File: config.mk
export PLATFORM = sky130hd
export DESIGN_NAME = program_loader
export DESIGN_NICKNAME = d
export VERILOG_FILES = /design/src/rtl/program_loader.sv
export SDC_FILE = /design/constraint.sdc
export NUM_CORES = 1
export LEC_CHECK = 0
export ABC_AREA = 1
export BUFFER_PORTS_ARGS = -buffer_cell sky130_fd_sc_hd__buf_2
export CORE_MARGIN = 3
export CORE_UTILIZATION = 50
export CTS_CLUSTER_DIAMETER = 200
export DETAILED_ROUTE_END_ITERATION = 10
export PLACE_DENSITY_LB_ADDON = 0.12
export SETUP_SLACK_MARGIN = 0.15
export SLEW_MARGIN = 15
export SYNTH_ARGS = -nofsm -noshare
export SYNTH_HDL_FRONTEND = slang
export SYNTH_SLANG_ARGS = --single-unit
File: constraint.sdc
create_clock -name clk -period 3.1 [get_ports clk]
set_input_delay 0.62 -clock clk [delete_from_list [all_inputs] [get_ports clk]]
set_output_delay 0.62 -clock clk [all_outputs]
set_load 0.1 [all_outputs]
File: src/rtl/program_loader.sv
// Program loader: receives a length-prefixed, checksummed byte stream,
// writes the payload into program memory starting at BASE_ADDR, and
// releases the processor only when the checksum matches.
module program_loader #(
   parameter logic [7:0] BASE_ADDR = 8'h00
) (
   input  logic       clk,
   input  logic       rst_n,
   input  logic       start,
   input  logic       in_valid,
   input  logic [7:0] in_data,
   output logic       in_ready,
   output logic [7:0] mem_addr,
   output logic [7:0] mem_din,
   output logic       mem_we,
   output logic       cpu_run,
   output logic       busy,
   output logic       done,
   output logic       error
);

   typedef enum logic [2:0] {
      S_IDLE,
      S_HDR,
      S_DATA,
      S_CHK,
      S_RUN,
      S_ERR
   } state_t;

   state_t     state;
   state_t     state_nxt;
   logic [8:0] remaining;   // data bytes still expected; 9 bits so N=0 can mean 256
   logic [7:0] sum;         // running mod-256 sum of the data bytes
   logic [7:0] wr_ptr;      // address the next data byte will be written to
   logic       accept;

   assign accept = in_valid & in_ready;

   // State register; reset returns to IDLE immediately, independent of clk.
   always_ff @(posedge clk or negedge rst_n) begin
      if (!rst_n) begin
         state <= S_IDLE;
      end else begin
         // NOTE: registers use non-blocking (<=) so every flop samples the
         // pre-edge values; blocking (=) here would create ordering races.
         state <= state_nxt;
      end
   end

   // Next-state decode and state-derived status outputs.
   always_comb begin
      // NOTE: every output of this block gets a default first, so no path
      // through the case leaves a signal unassigned and infers a latch.
      state_nxt = state;
      in_ready  = 1'b0;
      busy      = 1'b0;
      cpu_run   = 1'b0;
      done      = 1'b0;
      error     = 1'b0;
      case (state)
         S_IDLE: begin
            if (start) state_nxt = S_HDR;
         end
         S_HDR: begin
            in_ready = 1'b1;
            busy     = 1'b1;
            if (in_valid) state_nxt = S_DATA;
         end
         S_DATA: begin
            in_ready = 1'b1;
            busy     = 1'b1;
            if (in_valid && (remaining == 9'd1)) state_nxt = S_CHK;
         end
         S_CHK: begin
            in_ready = 1'b1;
            busy     = 1'b1;
            if (in_valid) state_nxt = (in_data == sum) ? S_RUN : S_ERR;
         end
         S_RUN: begin
            cpu_run = 1'b1;
            done    = 1'b1;
            if (start) state_nxt = S_HDR;
         end
         S_ERR: begin
            error = 1'b1;
            if (start) state_nxt = S_HDR;
         end
         default: state_nxt = S_IDLE;
      endcase
   end

   // Datapath: length capture, memory write port, pointer and checksum.
   // mem_we is a one-cycle pulse following each accepted data byte.
   always_ff @(posedge clk or negedge rst_n) begin
      if (!rst_n) begin
         remaining <= 9'd0;
         sum       <= 8'h00;
         wr_ptr    <= 8'h00;
         mem_addr  <= 8'h00;
         mem_din   <= 8'h00;
         mem_we    <= 1'b0;
      end else begin
         mem_we <= 1'b0;
         if (accept) begin
            case (state)
               S_HDR: begin
                  remaining <= (in_data == 8'h00) ? 9'd256 : {1'b0, in_data};
                  sum       <= 8'h00;
                  wr_ptr    <= BASE_ADDR;
               end
               S_DATA: begin
                  mem_addr  <= wr_ptr;
                  mem_din   <= in_data;
                  mem_we    <= 1'b1;
                  wr_ptr    <= wr_ptr + 8'd1;
                  sum       <= sum + in_data;
                  remaining <= remaining - 9'd1;
               end
               default: ;
            endcase
         end
      end
   end

endmodule

==> impl_metrics.ini <==
[run_status]
status = finished, final reports clean

[grt]
grt_usage = 0.198
grt_pass1_vias = 2097
grt_pass1_wl_microns = 9750
grt_max_degree = 46
grt_overflow_total = 0
antenna_found_initial = 0

[sta]
fin_crit_sh = 0.712
drv_slew = 0
worstMarginPinSlew_ns = 1.01
maxSlewHeadroom = 0.327
rsz0062_at_grt = false
tns_ns = 0
clock.fmax_mhz = 453
fin_worst_skew_ns = 0.00312
setup_viol = 0
fin_crit_ns = 2.21
hold_viol_final = 0

[synth]
synth_area_leaders = dfrtp_1 43%, nand2_1 17%, inv_1 6.7%
synth_top_area_frac = 0.426
synth_area_leader_cell = dfrtp_1
async_flop_share = 1.00
muxShareOfSynthArea = 0
synth-adder-area-share = 0.0550
synth_most_common_cell = nand2_1
synthCells = 356
seq_area_frac_synth = 0.426
ys_types = 31
avgSynthCellArea_sq_um = 7.42
synth_edf_count = 0
synth-simple-area-share = 0.318
ys_seq_elements = 45
syn_area_sq_mm = 0.00264
syn_nets = 379
synth_xor_area_frac = 0.00663
synth_top_family_by_area = simple AND/OR/NAND/NOR gates
synth_compound_area_frac = 0.0910
ys_warn_count = 0
ys.flop_type = dfrtp_1
synth_common_cells = 119 x nand2_1, 47 x inv_1, 45 x dfrtp_1

[finish]
fillCellCount = 497
nNetsFinal = 410
syn_to_final_growth_pct = 9.95
design_area_sq_mm = 0.00290
n_antenna_cell = 0
seqCellArea_sq_mm = 0.00113
drive_gt1_frac = 0.147
multi_input_area_sq_mm = 0.00125

[setup_path]
worstPathArrival_ns = 1.59
crit_fanout = 7
startpoint_type = flip-flop
cp.required_ns = 2.48
r2r_cells = 7
critPathKind = reg2out
endpoint_kind = primary output

[route]
drt_iter0_markers = 117
routed_wl_microns = 5480
vias_per_cell = 4.96
wl_per_cell_microns = 12.0
vias = 2257
drc = 0
drt_first_pass_iters = 4
ant_nets = 0

[cts]
ctsResizeCount = 0
clk_pin_slew_ns = 0.08
cts.sinks = 45
cts_tree = done
numCtsBuffers = 5
cts_hold_buffers = 0
h-tree-depth = 2
cts_setup_buffers = 0
cts_root_buf = clkbuf_8
clk_path_buf_depth = 2
clkLatencyLatePin_ns = 0.29

[floorplan]
row_count = 25
initial_utilization = 0.538
chipWidth_microns = 78.7
die_area_sq_mm = 0.00619
die_y_microns = 78.7
core_area_sq_mm = 0.00491
io_pins = 34

[min_path]
hold_class = reg2reg
min_delay_path_depth = 2

[pwr]
p_leak_nw = 1.63
power.total_mw = 3.30
p_per_area_mw_per_mm2 = 1140
peakVddDrop_v = 0.000694

[placed_design]
hpwl_microns = 3880
portBuffers = 33
gp_congestion = 0.850
placed_cell_area_sq_mm = 0.00282

[run]
maxCapViolCount = 0
-- flip-flops by register name (all words and copies together) (netlist names) --
| register | count |
|---|---|
| sum | 8 |
| mem_we | 1 |
| mem_din | 8 |
| remaining | 9 |
| state | 3 |
| mem_addr | 8 |
| wr_ptr | 8 |
-- kinds of logic (layout without fill, tap and decap cells) --
group | count (synthesis) | count (layout)
simple gates | 194 | 194
buf+inv | 61 | 93
flops | 45 | 45
compound gates | 43 | 43
fa+ha+maj | 11 | 11
xor+xnor | 2 | 2
-- worst max-delay path, stage by stage (launching register included) --
cell and delay (ns):
dfrtp_1 0.48, nor2_2 0.21, inv_1 0.08, nor2_2 0.09, buf_2 0.43
-- per-layer routing --
layer | up-vias | wire length [microns] | part of all wire | track usage
met1 | 1028 | 2710 | 0.49 | 0.273
met4 | 0 | 59 | 0.011 | 0.0577
li1 | 1184 | - | - | -
met3 | 5 | 252 | 0.046 | 0.0436
met2 | 40 | 2460 | 0.45 | 0.312
met5 | - | 0 | 0 | 0
-- area by class of cell --
type                       instances  share of cell area
multi-input combinational        250               0.431
tap                               67              0.0289
clock inverter                     2             0.00345
inverter                          52              0.0672
timing repair buffer              33              0.0569
clock buffer                       6              0.0250
sequential                        45               0.388
-- per-stage QoR --
| step | setup WS, ns | util | std cells | hold WS (ns) |
|---|---|---|---|---|
| after floorplan | 0.500 | - | 356 | 0.324 |
| after global placement | 1.14 | 0.575 | 447 | 0.448 |
| after detailed placement | 1.12 | 0.575 | 447 | 0.454 |
| after CTS | 0.879 | 0.591 | 455 | 0.476 |
| after global routing | 0.782 | 0.591 | 455 | 0.502 |
| final | 0.892 | 0.591 | 455 | 0.470 |
-- power by group --
part	total, mW	internal (mW)	leakage [nW]	switching [mW]
Clock	0.348	0.156	0.0450	0.192
Combinational	2.00	0.469	1.01	1.53
Sequential	0.950	0.799	0.583	0.151
-- path summary, 6_finish.rpt --
path / slack (ns) / from / to
setup / recovery: 0.89 / state[1]$_DFFE_PN0P_ / done
hold / removal: 0.47 / mem_din[6]$_DFFE_PN0P_ / mem_din[6]$_DFFE_PN0P_
setup reg to reg: 1.33 / state[1]$_DFFE_PN0P_ / wr_ptr[4]$_DFFE_PN0P_
hold reg to reg: 0.47 / mem_din[6]$_DFFE_PN0P_ / mem_din[6]$_DFFE_PN0P_
max in group asynchronous: 1.98 / rst_n / wr_ptr[3]$_DFFE_PN0P_
min in group asynchronous: 0.49 / rst_n / mem_we$_DFF_PN0_
-- cells in the final DEF, fill, tap and decap left out, drive strengths merged --
| cell type | instances |
|---|---|
| nand2 | 120 |
| inv | 52 |
| dfrtp | 45 |
| nor2 | 38 |
| buf | 33 |
| nand3 | 26 |
| o21ai | 24 |
| a21oi | 12 |
| ha | 10 |
| nand4 | 6 |
| clkbuf | 6 |
| xnor2 | 2 |
| o221ai | 2 |
| a22o | 2 |
| clkinv | 2 |
| nor3 | 2 |
| o22ai | 1 |
| a21boi | 1 |
| or2 | 1 |
| o21a | 1 |
| nand3b | 1 |
| fa | 1 |
(Power assumes the default switching activity.)
